### src/rtl/pose_sequencer.sv
// pose_sequencer: steps a VGA adapter through a four-pose animation read
// from an image ROM, then draws a full-screen end image on request.
// Each raster issues one ROM address per cycle. The pixel coordinates and
// the plot strobe travel through a ROM_LAT-deep pipeline, so every plot
// lines up with its ROM data.
// Optional feature: define POSE_SEQ_FAST_ADV_EN so that start during a
// dwell ends that dwell early.
// Request inputs: start and stop_req are level-sampled on each rising edge.
// There is no handshake back to the requester.
module pose_sequencer #(
  parameter int X_MAX   = 320,
  parameter int Y_TOP   = 75,
  parameter int Y_BOT   = 240,
  parameter int DWELL   = 100000000,
  parameter int ROM_LAT = 1
) (
  input  logic        clk,
  input  logic        reset,
  input  logic        start,
  input  logic        stop_req,
  output logic [1:0]  img_sel,
  output logic [16:0] rom_addr,
  output logic [8:0]  x,
  output logic [7:0]  y,
  output logic        plot,
  output logic        busy,
  output logic        frame_done
);

  typedef enum logic [2:0] {
    S_IDLE, S_DRAW, S_FLUSH, S_DWELL, S_END_DRAW, S_END_FLUSH, S_END_HOLD
  } state_t;

  localparam logic [8:0] CX_LAST  = 9'(X_MAX - 1);
  localparam logic [7:0] CY_LAST  = 8'(Y_BOT - 1);
  localparam logic [7:0] CY_FIRST = 8'(Y_TOP);
  localparam logic [1:0] FL_LAST  = 2'(ROM_LAT - 1);
  localparam int         DCW      = (DWELL > 1) ? $clog2(DWELL) : 1;
  localparam logic [DCW-1:0] DW_LAST = DCW'(DWELL - 1);

  state_t          state_q;
  logic [1:0]      pose_idx_q;
  logic            stop_q;
  logic [8:0]      cx_q;
  logic [7:0]      cy_q;
  logic [16:0]     rom_addr_q;
  logic [1:0]      img_sel_q;
  logic [DCW-1:0]  dwell_cnt_q;
  logic [1:0]      flush_cnt_q;
  logic            frame_done_q;
  logic            busy_q;

  logic            pipe_v_q [ROM_LAT];
  logic [8:0]      pipe_x_q [ROM_LAT];
  logic [7:0]      pipe_y_q [ROM_LAT];

  logic            issue;
  logic            raster_last;
  logic            dwell_done;

  // Pose index to ROM mux select; the centre image is shown twice per cycle.
  function automatic logic [1:0] pose_sel(input logic [1:0] idx);
    case (idx)
      2'd0:    pose_sel = 2'b01;
      2'd1:    pose_sel = 2'b10;
      2'd2:    pose_sel = 2'b01;
      default: pose_sel = 2'b11;
    endcase
  endfunction

  assign issue       = (state_q == S_DRAW) || (state_q == S_END_DRAW);
  assign raster_last = (cx_q == CX_LAST) && (cy_q == CY_LAST);

`ifdef POSE_SEQ_FAST_ADV_EN
  assign dwell_done = (dwell_cnt_q == DW_LAST) || start;
`else
  assign dwell_done = (dwell_cnt_q == DW_LAST);
`endif

  // Main sequencer: state, raster counters, pose selection and stop flag.
  always_ff @(posedge clk) begin
    if (!reset) begin
      state_q      <= S_IDLE;
      pose_idx_q   <= 2'd0;
      stop_q       <= 1'b0;
      cx_q         <= 9'd0;
      cy_q         <= CY_FIRST;
      rom_addr_q   <= 17'd0;
      img_sel_q    <= 2'b01;
      dwell_cnt_q  <= '0;
      flush_cnt_q  <= 2'd0;
      frame_done_q <= 1'b0;
      busy_q       <= 1'b0;
    end else begin
      frame_done_q <= 1'b0;
      if (stop_req) stop_q <= 1'b1;
      case (state_q)
        S_IDLE: begin
          // A stop request outranks a simultaneous start.
          if (stop_req) begin
            state_q    <= S_END_DRAW;
            cx_q       <= 9'd0;
            cy_q       <= 8'd0;
            rom_addr_q <= 17'd0;
            img_sel_q  <= 2'b00;
            busy_q     <= 1'b1;
          end else if (start) begin
            state_q    <= S_DRAW;
            pose_idx_q <= 2'd0;
            cx_q       <= 9'd0;
            cy_q       <= CY_FIRST;
            rom_addr_q <= 17'd0;
            img_sel_q  <= pose_sel(2'd0);
            busy_q     <= 1'b1;
          end
        end
        S_DRAW, S_END_DRAW: begin
          // The address is held on the last pixel so it never runs past the image.
          if (raster_last) begin
            state_q     <= (state_q == S_DRAW) ? S_FLUSH : S_END_FLUSH;
            flush_cnt_q <= 2'd0;
          end else begin
            rom_addr_q <= rom_addr_q + 17'd1;
            if (cx_q == CX_LAST) begin
              cx_q <= 9'd0;
              cy_q <= cy_q + 8'd1;
            end else begin
              cx_q <= cx_q + 9'd1;
            end
          end
        end
        S_FLUSH, S_END_FLUSH: begin
          // Wait for the last pixel to leave the pipeline, then flag the frame.
          if (flush_cnt_q == FL_LAST) begin
            state_q      <= (state_q == S_FLUSH) ? S_DWELL : S_END_HOLD;
            dwell_cnt_q  <= '0;
            frame_done_q <= 1'b1;
          end else begin
            flush_cnt_q <= flush_cnt_q + 2'd1;
          end
        end
        S_DWELL: begin
          if (dwell_done) begin
            dwell_cnt_q <= '0;
            cx_q        <= 9'd0;
            rom_addr_q  <= 17'd0;
            if (stop_q) begin
              state_q   <= S_END_DRAW;
              cy_q      <= 8'd0;
              img_sel_q <= 2'b00;
            end else begin
              state_q    <= S_DRAW;
              cy_q       <= CY_FIRST;
              pose_idx_q <= pose_idx_q + 2'd1;
              img_sel_q  <= pose_sel(pose_idx_q + 2'd1);
            end
          end else begin
            dwell_cnt_q <= dwell_cnt_q + 1'b1;
          end
        end
        S_END_HOLD: begin
          state_q <= S_END_HOLD;
        end
        default: begin
          state_q <= S_IDLE;
          busy_q  <= 1'b0;
        end
      endcase
    end
  end

  // Coordinate/strobe delay line matching the ROM read latency.
  always_ff @(posedge clk) begin
    if (!reset) begin
      for (int i = 0; i < ROM_LAT; i++) begin
        pipe_v_q[i] <= 1'b0;
        pipe_x_q[i] <= 9'd0;
        pipe_y_q[i] <= CY_FIRST;
      end
    end else begin
      pipe_v_q[0] <= issue;
      pipe_x_q[0] <= cx_q;
      pipe_y_q[0] <= cy_q;
      for (int i = 1; i < ROM_LAT; i++) begin
        pipe_v_q[i] <= pipe_v_q[i-1];
        pipe_x_q[i] <= pipe_x_q[i-1];
        pipe_y_q[i] <= pipe_y_q[i-1];
      end
    end
  end

  assign img_sel    = img_sel_q;
  assign rom_addr   = rom_addr_q;
  assign x          = pipe_x_q[ROM_LAT-1];
  assign y          = pipe_y_q[ROM_LAT-1];
  assign plot       = pipe_v_q[ROM_LAT-1];
  assign busy       = busy_q;
  assign frame_done = frame_done_q;

endmodule
### config.mk
export PLATFORM = sky130hd
export DESIGN_NAME = pose_sequencer
export DESIGN_NICKNAME = d
export VERILOG_FILES = /design/src/rtl/pose_sequencer.sv
export SDC_FILE = /design/constraint.sdc
export NUM_CORES = 1
export LEC_CHECK = 0
export BUFFER_PORTS_ARGS = -buffer_cell sky130_fd_sc_hd__buf_4
export CORE_MARGIN = 10
export CORE_UTILIZATION = 33
export CTS_CLUSTER_DIAMETER = 40
export CTS_CLUSTER_SIZE = 28
export DETAILED_ROUTE_END_ITERATION = 8
export PLACE_DENSITY = 0.47
export SYNTH_ARGS = -nofsm -noshare
export SYNTH_HDL_FRONTEND = slang
export SYNTH_SLANG_ARGS = --single-unit
### constraint.sdc
create_clock -name clk -period 3.7 [get_ports clk]
set_clock_uncertainty 0.15 [all_clocks]
set_input_delay 0.185 -clock clk [delete_from_list [all_inputs] [get_ports clk]]
set_output_delay 0.185 -clock clk [all_outputs]
set_load 0.05 [all_outputs]
==> results of run 1 <==
==> metrics by stage <==
step	area [um2]	utilization [%]	total power [mW]
after global routing	5405	39.09	3.331
after global placement	5082	36.76	2.187
after floorplan	4622	-	1.917
final	5405	39.09	3.136
after detailed placement	5082	36.76	2.195
after CTS	5405	39.09	3.169
==> worst max-delay path, stage by stage (launching register included) <==
cell      delay, ns
dfxtp_1        0.38
ha_1           0.22
nand3_1        0.22
nor4_2         0.64
a31oi_4        0.44
buf_4          0.35
a2111o_1       0.38
nand2_1        0.06
==> worst paths after layout <==
path	endpoint	slack, ns	cells past startpoint
setup / recovery	rom_addr[12]	0.80	7
hold reg to reg	flush_cnt_q[0]	0.30	2
hold / removal	img_sel[0]	0.15	2
setup reg to reg	rom_addr[12]	0.80	7
==> area by class of cell <==
cell class              instances  area [um2]
multi-input cells             403        2615
flip-flops and latches         91        1822
repair buffers                 50       377.9
inverters                      14       52.55
clock buffers                  11       252.7
clock inverters                 5       60.06
fillers                      1379        8422
well taps                     180       225.2
==> per-layer routing <==
metal  wire length [um]  part of all wire (%)
met1               5844                    47
met2               5913                    47
met3                482                   3.9
met4                249                   2.0
met5                  0                     0
==> cell families after synthesis <==
family | count (synthesis)
buffers and inverters | 49
adders and majority gates | 6
xor gates and xnor gates | 1
muxes | 5
and+or+nand+nor | 229
AOI/OAI and AO/OA | 162
DFF | 91
==> cell usage after synthesis, types with 6 or more instances <==
master,instances
buf_2,7
or4_1,6
o21ai_0,17
a311oi_1,12
dfxtp_1,91
and3_1,17
nor3_1,13
o2111ai_1,11
nor4_1,6
ha_1,6
nand3_1,33
a2111o_1,11
and2_1,18
o211a_1,6
nor2_1,26
inv_1,13
a21oi_1,42
a21o_1,6
nand2_1,59
nand4_1,11
or3_1,7
clkbuf_1,27
==> registers in the layout (all words and copies together) (netlist names) <==
register,count
rom_addr,17
stop_q,1
pipe_v_q,1
busy,1
img_sel,2
cy_q,8
frame_done,1
pipe_y_q,8
state_q,3
flush_cnt_q,2
pipe_x_q,9
cx_q,9
dwell_cnt_q,27
pose_idx_q,2
==> power by group through the flow <==
stage	combinational [mW]	clock (mW)	sequential, mW
after floorplan	0.707	0	1.21
after global placement	1.00	0	1.18
after detailed placement	1.01	0	1.18
after CTS	1.02	0.991	1.16
after global routing	1.12	1.04	1.18
final	1.01	0.966	1.16
==> summary.txt, run 1 <==
Status
  • Status: finished clean

Synthesis
  • FFs w/ async S/R, synth: 0%
  • Leading area contributor after synthesis: dfxtp_1
  • Syn Inst Count: around 540
  • Ranking of synthesized cells by area: dfxtp_1, nand2_1, a21oi_1
  • Post-synth EDFFs: 0
  • Mapped Nets: 553
  • Post-synthesis mux area share: about 1.1%
  • Xor/xnor share of the synthesized area: 0.1895%
  • Sequential area share after synthesis: around 39%
  • Mean post-synth cell area: 8.512 um2
  • Distinct cell type count after synthesis: 68
  • Ys Warns: 0
  • Main flop type after synthesis: dfxtp_1
  • Adder-Cell Fraction of Synth Area: under 10%
  • Synth Area in Simple Gates: about 27%
  • Syn Std Cell Area: approximately 4600 um2
  • Largest family of logic cells by synthesized area: simple AND/OR/NAND/NOR gates
  • Synthesized flop and latch total: around 90
  • Post-synthesis compound-gate area fraction: 26.48%
  • Top cell type's share of synthesized area: 39.42%

STA
  • Fin Hold WS: about 0.15 ns
  • Final setup fails: 0
  • Post-route clock period utilization: between 70% and 80%
  • Worst setup margin: approximately 0.80 ns
  • Final Slew Violations: 0
  • Slew headroom: between 30% and 40%
  • Fin crit period: roughly 2.9 ns
  • Setup TNS Final: 0 ns
  • Hold Fails Final Rpt: 0
  • Highest Clock Rate: 344.3 MHz
  • Measured slew at the worst slew-check pin: between 0.9 and 1 ns
  • RSZ-0062 raised after global routing: false

Cells and area
  • Synthesis-to-layout area growth: 16.95%
  • Most common cell after layout, fill and taps aside: dfxtp_1
  • Layout cells sized above 1: ~14%
  • # nets final: 579
  • Most frequent cells in the layout: dfxtp_1, nand2_1, buf_4, a21oi_1, nand3_1
  • Finished Layout Cells: 754
  • Ant. Diodes: 0

Critical path
  • Crit path DAT: 3.05 ns
  • Crit end category: flop
  • Worst r2r src: dwell_cnt_q[0]
  • WS Path Type: reg2reg
  • Critical path fanouts, max: 26
  • Setup crit start kind: flop
  • CP startpoint: dwell_cnt_q[0]
  • Critical path required time: around 3.8 ns

Place
  • Post-placement setup slack: 0.7814 ns
  • Hpwl dp: about 8.3 mm
  • Final GP Congestion: approximately 0.84
  • # port buffers: 42
  • Placed Cells: between 700 and 800

Power
  • Reg power frac: around 37%
  • Net Sw Frac: between 30% and 40%
  • Psw: 1.198 mW
  • Comb power frac: approximately a third
  • Clock power frac: between 30 and 40%
  • Lkg Pwr: about 1.9 nW
  • Peak supply drop: 0.0002601 V
  • Power Density: around 580 nW/um2
  • Pint: a little under 2 mW

Floorplanning
  • Row cnt: 43
  • Initial Util: about a third
  • Chip width: 138.3 um
  • Die ar.: 19140 um2
  • Die height: about 140 um
  • # IOs: 43
  • Core area: about 14000 um2

Clock network
  • CTS buffer count: 9
  • Hold_buf cts: 1
  • Reg clk slew, reported paths: 0.06 ns
  • Setup bufs post-CTS: 0
  • Clk_lat worst skew: 0.35 ns
  • CTS root buffer: clkbuf_16
  • PostCTS Resize Cnt: 0
  • CTS Sinks: 91
  • CTS tree: yes
  • H-tree Lvls: 3
  • Deepest clock path buffer count: 2

Global route
  • Vias in the first global route: roughly 4100
  • Initial antenna violation count: 0
  • Met2 usage: between 20% and 30%
  • Total GRT Usage: approximately an eighth
  • Met1 usage: between 10% and 20%
  • First-pass GRT wire length: approximately 21 mm
  • Most Crowded Layer GR: met2
  • GRT met3 Usage: under 10%
  • Largest net degree at the start of global routing: 50
  • Grt total ovfl: 0

Hold path
  • Min-delay src: reset
  • Worst hold path type: in2reg

Route
  • Drt initial violations: approximately 270
  • Routed Antenna Nets: 0
  • Via density: 5.745
  • DRC errors left: 0
  • First-pass DRT Iterations: 6
  • Drt wl/cell: ~17 um
  • Via count of the routed design: about 4300
  • Final WL: ~12 mm

Job
  • Maximum Capacitance Violations: 0
Note: power is estimated with default switching activity, not from simulation.
==> inputs of run 2 (changes only) <==
--- a/config.mk
+++ b/config.mk
@@ -5,6 +5,7 @@
 export SDC_FILE = /design/constraint.sdc
 export NUM_CORES = 1
 export LEC_CHECK = 0
+export ABC_AREA = 1
 export BUFFER_PORTS_ARGS = -buffer_cell sky130_fd_sc_hd__buf_4
 export CORE_MARGIN = 10
 export CORE_UTILIZATION = 33
==> constraint.sdc (replaced) <==
create_clock -name clk -period 2.95 [get_ports clk]
set_clock_uncertainty 0.15 [all_clocks]
set_input_delay 0.1475 -clock clk [delete_from_list [all_inputs] [get_ports clk]]
set_output_delay 0.1475 -clock clk [all_outputs]
set_load 0.05 [all_outputs]
==> run 2 against run 1 <==
Synthesized cell count grew 41%. Final area is 6.6% higher. Combinational power is 44% higher. Die area is 8.6% higher. Via count increased by 12%. Cell count increased by 31%. Register-to-register slack worse by 0.05 ns. Worst setup slack worse by 0.053 ns. Global-route usage is 0.46 points higher. Largest cell class unchanged. Largest power group unchanged. Highest routed layer unchanged.
==> summary.txt, run 2 <==
Critical path
  • CP startpoint: state_q[0]
  • Crit end category: flop
  • CP delay by family, top: simple AND/OR/NAND/NOR gates
  • R2R depth: 10 (+3)
  • WS Path Type: reg2reg
  • Crit path DAT: 2.31 ns (-0.74 ns)
  • Reg-to-reg slack, setup: 0.74 ns (-0.05 ns)
  • Reg-to-Reg End: rom_addr[1]
  • Worst path depth: 10 (+3)
  • Critical path's slowest cell: dfxtp_1
  • CP Cell Sequence: nor2_2, nand2_1, nand2_2, o21ai_2, nand2_4, nand3_4, nand2_1, inv_1, nand2_1, nand2_1
  • Worst Setup EP: rom_addr[1]
  • Critical path required time: 3.05 ns (-0.79 ns)
  • Worst path bufs/invs: 1 (unchanged)
  • CP most frequent cell: nand2_1
  • Setup crit start kind: flop
  • Worst r2r src: state_q[0]
  • CP peak stage delay: 0.40 ns (-0.24 ns)
  • Critical path fanouts, max: 25 (-3.8%)

Synthesis
  • Synth Area in Simple Gates: 41.25% (+14 points)
  • Main flop type after synthesis: dfxtp_1
  • FFs w/ async S/R, synth: 0% (unchanged)
  • Ys Warns: 0 (unchanged)
  • Syn Inst Count: 764 (+41%)
  • Post-synthesis mux area share: 0% (-1.1 points)
  • Most instantiated cells after synthesis: nand2_1, nor2_1, dfxtp_1, inv_1, nand3_1
  • Sequential area share after synthesis: 35.79% (-3.6 points)
  • Mapped Nets: 774 (+40%)
  • Synthesized flop and latch total: 91 (unchanged)
  • Syn Std Cell Area: 5090 um2 (+10%)
  • Most frequent cell after synthesis: nand2_1
  • Ranking of synthesized cells by area: dfxtp_1, nand2_1, nor2_1
  • Post-synthesis compound-gate area fraction: 9.710% (-17 points)
  • Largest family of logic cells by synthesized area: simple AND/OR/NAND/NOR gates
  • Leading area contributor after synthesis: dfxtp_1
  • Adder-Cell Fraction of Synth Area: 1.475% (-0.15 points)
  • Top cell type's share of synthesized area: 35.79% (-3.6 points)
  • Post-synth EDFFs: 0 (unchanged)
  • Mean post-synth cell area: 6.662 um2 (-22%)
  • Xor/xnor share of the synthesized area: 1.721% (+1.5 points)
  • Distinct cell type count after synthesis: 43 (-37%)

Route
  • Met2 WL: 6.290 mm (+6.4%)
  • WL met3: 526 um (+9.1%)
  • Drt wl/cell: 13.69 um (-17%)
  • Via density: 4.920 (-14%)
  • First-pass DRT Iterations: 5 (-1)
  • DRC errors left: 0 (unchanged)
  • Via count of the routed design: 4871 (+12%)
  • Final WL: 13.55 mm (+8.5%)
  • Routed length on met1: 6.524 mm (+12%)
  • Max Used Layer: met4
  • Drt initial violations: 401 (+46%)
  • Routed Antenna Nets: 0 (unchanged)

Cells and area
  • Most common cell after layout, fill and taps aside: nand2_1
  • Ant. Diodes: 0 (unchanged)
  • Max reg flops: 27 (unchanged)
  • Reg with most FFs: dwell_cnt_q
  • Layout cells sized above 1: 13.34% (-0.94 points)
  • Most frequent cells in the layout: nand2_1, nor2_1, dfxtp_1, inv_1, nand3_1
  • Synthesis-to-layout area growth: 13.15%
  • Fin area: 5759 um2 (+6.6%)
  • # nets final: 807 (+39%)

Clock network
  • Clk_lat worst skew: 0.36 ns (about the same)
  • CTS buffer count: 9 (unchanged)
  • CTS tree: yes
  • PostCTS Resize Cnt: 0 (unchanged)
  • CTS root buffer: clkbuf_16
  • Deepest clock path buffer count: 2 (unchanged)
  • H-tree Lvls: 3 (unchanged)
  • CTS Sinks: 91 (unchanged)
  • Reg clk slew, reported paths: 0.07 ns (about the same)

Power
  • Net Sw Frac: 43.36% (+5.2 points)
  • Clock power frac: 28.3% (-2.5 points)
  • Lkg Pwr: 2.320 nW (+21%)
  • Comb power frac: 35.8% (+3.7 points)
  • Pint: 2.298 mW (+19%)
  • Reg power frac: 35.9% (-1.2 points)
  • Psw: 1.759 mW (+47%)
  • Peak supply drop: 0.0002622 V (+0.79%)
  • Power Density: 704.4 nW/um2 (+21%)

Global route
  • Initial antenna violation count: 0 (unchanged)
  • First-pass GRT wire length: 22.50 mm (+6.9%)
  • Largest net degree at the start of global routing: 43 (-14%)
  • Grt total ovfl: 0 (unchanged)
  • Vias in the first global route: 4547 (+10%)
  • Total GRT Usage: 13.34% (+0.46 points)

Place
  • Hpwl dp: 9.763 mm (+18%)
  • Final GP Congestion: 0.8576 (+2.7%)
  • # port buffers: 42 (unchanged)
  • Placed cell areas: 5458 um2 (+7.4%)

Job
  • Maximum Capacitance Violations: 0 (unchanged)

Floorplanning
  • Core area: 15150 um2 (+9.5%)
  • Row cnt: 45 (+4.7%)
  • Die height: 144.2 um (+4.2%)
  • # IOs: 43 (unchanged)
  • Die ar.: 20790 um2 (+8.6%)
  • Chip width: 144.2 um (+4.2%)
  • Initial Util: 33.61% (+0.18 points)

STA
  • Setup TNS Final: 0 ns (unchanged)
  • Post-route clock period utilization: 74.81% (-3.7 points)
  • Final Slew Violations: 0 (unchanged)
  • Fin crit period: 2.207 ns (-0.6973 ns)
  • Highest Clock Rate: 453.1 MHz (+32%)
  • Slew headroom: 43.60% (+7.4 points)
  • Hold Fails Final Rpt: 0 (unchanged)
  • Measured slew at the worst slew-check pin: 0.8447 ns (-0.1099 ns)
  • Final setup fails: 0 (unchanged)
  • RSZ-0062 raised after global routing: false

Hold path
  • Hold Path Cell Cnt: 2 (unchanged)
  • Worst hold path type: in2reg

Status
  • Status: finished clean
-- run 2: cell types whose count changed in the layout (fill, tap and decap cells not counted), sizes merged, moves of 11 or more --
cell     change
nand2      +182
nor2        +79
inv         +75
nand3       +32
nand4       +21
and2        -17
a21oi       +16
and3        -14
a311oi      -12
a2111o      -11
o2111ai     -11
-- run 2: worst min-delay path by stage --
stage | slack, ns | end | start
after floorplan | 0.21 | stop_q | stop_req
after global placement | 0.31 | flush_cnt_q[1] | flush_cnt_q[1]
after detailed placement | 0.31 | flush_cnt_q[1] | flush_cnt_q[1]
after CTS | 0.02 | pipe_y_q[0][0] | reset
after global routing | 0.04 | pipe_y_q[0][0] | reset
final | 0.02 | pipe_y_q[0][0] | reset
-- run 2: metrics by stage --
step	setup WS, ns	power [mW]	cells	utilization [%]	hold WS [ns]
2_1_floorplan	0.8422	2.692	764	-	0.2063
3_3_place_gp	0.8058	2.929	973	36.03	0.3058
3_5_place_dp	0.7420	2.943	973	36.03	0.3070
4_1_cts	0.7300	4.118	990	38.03	0.01503
5_1_grt	0.5226	4.328	990	38.03	0.04349
6_report	0.7430	4.057	990	38.03	0.01693
-- run 2: cell type report --
type                            instances  area [um2]
Tap cell                              188       235.2
Multi-Input combinational cell        566        2756
Timing Repair Buffer                   44       332.8
Inverter                               85       321.6
Clock buffer                            9       225.2
Sequential cell                        91        1822
Clock inverter                          7       66.31
Fill cell                            1578        9387
-- run 2: cells by family after synthesis --
family / after synthesis
and+or+nand+nor: 462
buffers and inverters: 107
DFF: 91
AOI/OAI and AO/OA: 88
xor gates and xnor gates: 10
adders and majority gates: 6
-- run 2: what timing repair did --
item	4_1_cts	5_1_grt
setup buffers	0	0
hold buffers	1	0
hold endpoints to repair	2	0
-- run 2: power groups by stage --
stage	Combinational, mW	Sequential (mW)	Clock, mW
2_1_floorplan	1.09	1.60	0
3_3_place_gp	1.45	1.48	0
3_5_place_dp	1.46	1.49	0
4_1_cts	1.47	1.46	1.19
5_1_grt	1.62	1.48	1.23
6_report	1.45	1.46	1.15
-- run 2: metal layers --
layer  GRT usage [%]  vias up
li1                -     2536
met1           17.65     2227
met2           21.17       94
met3           2.066       14
met4           5.479        0
met5               0        -
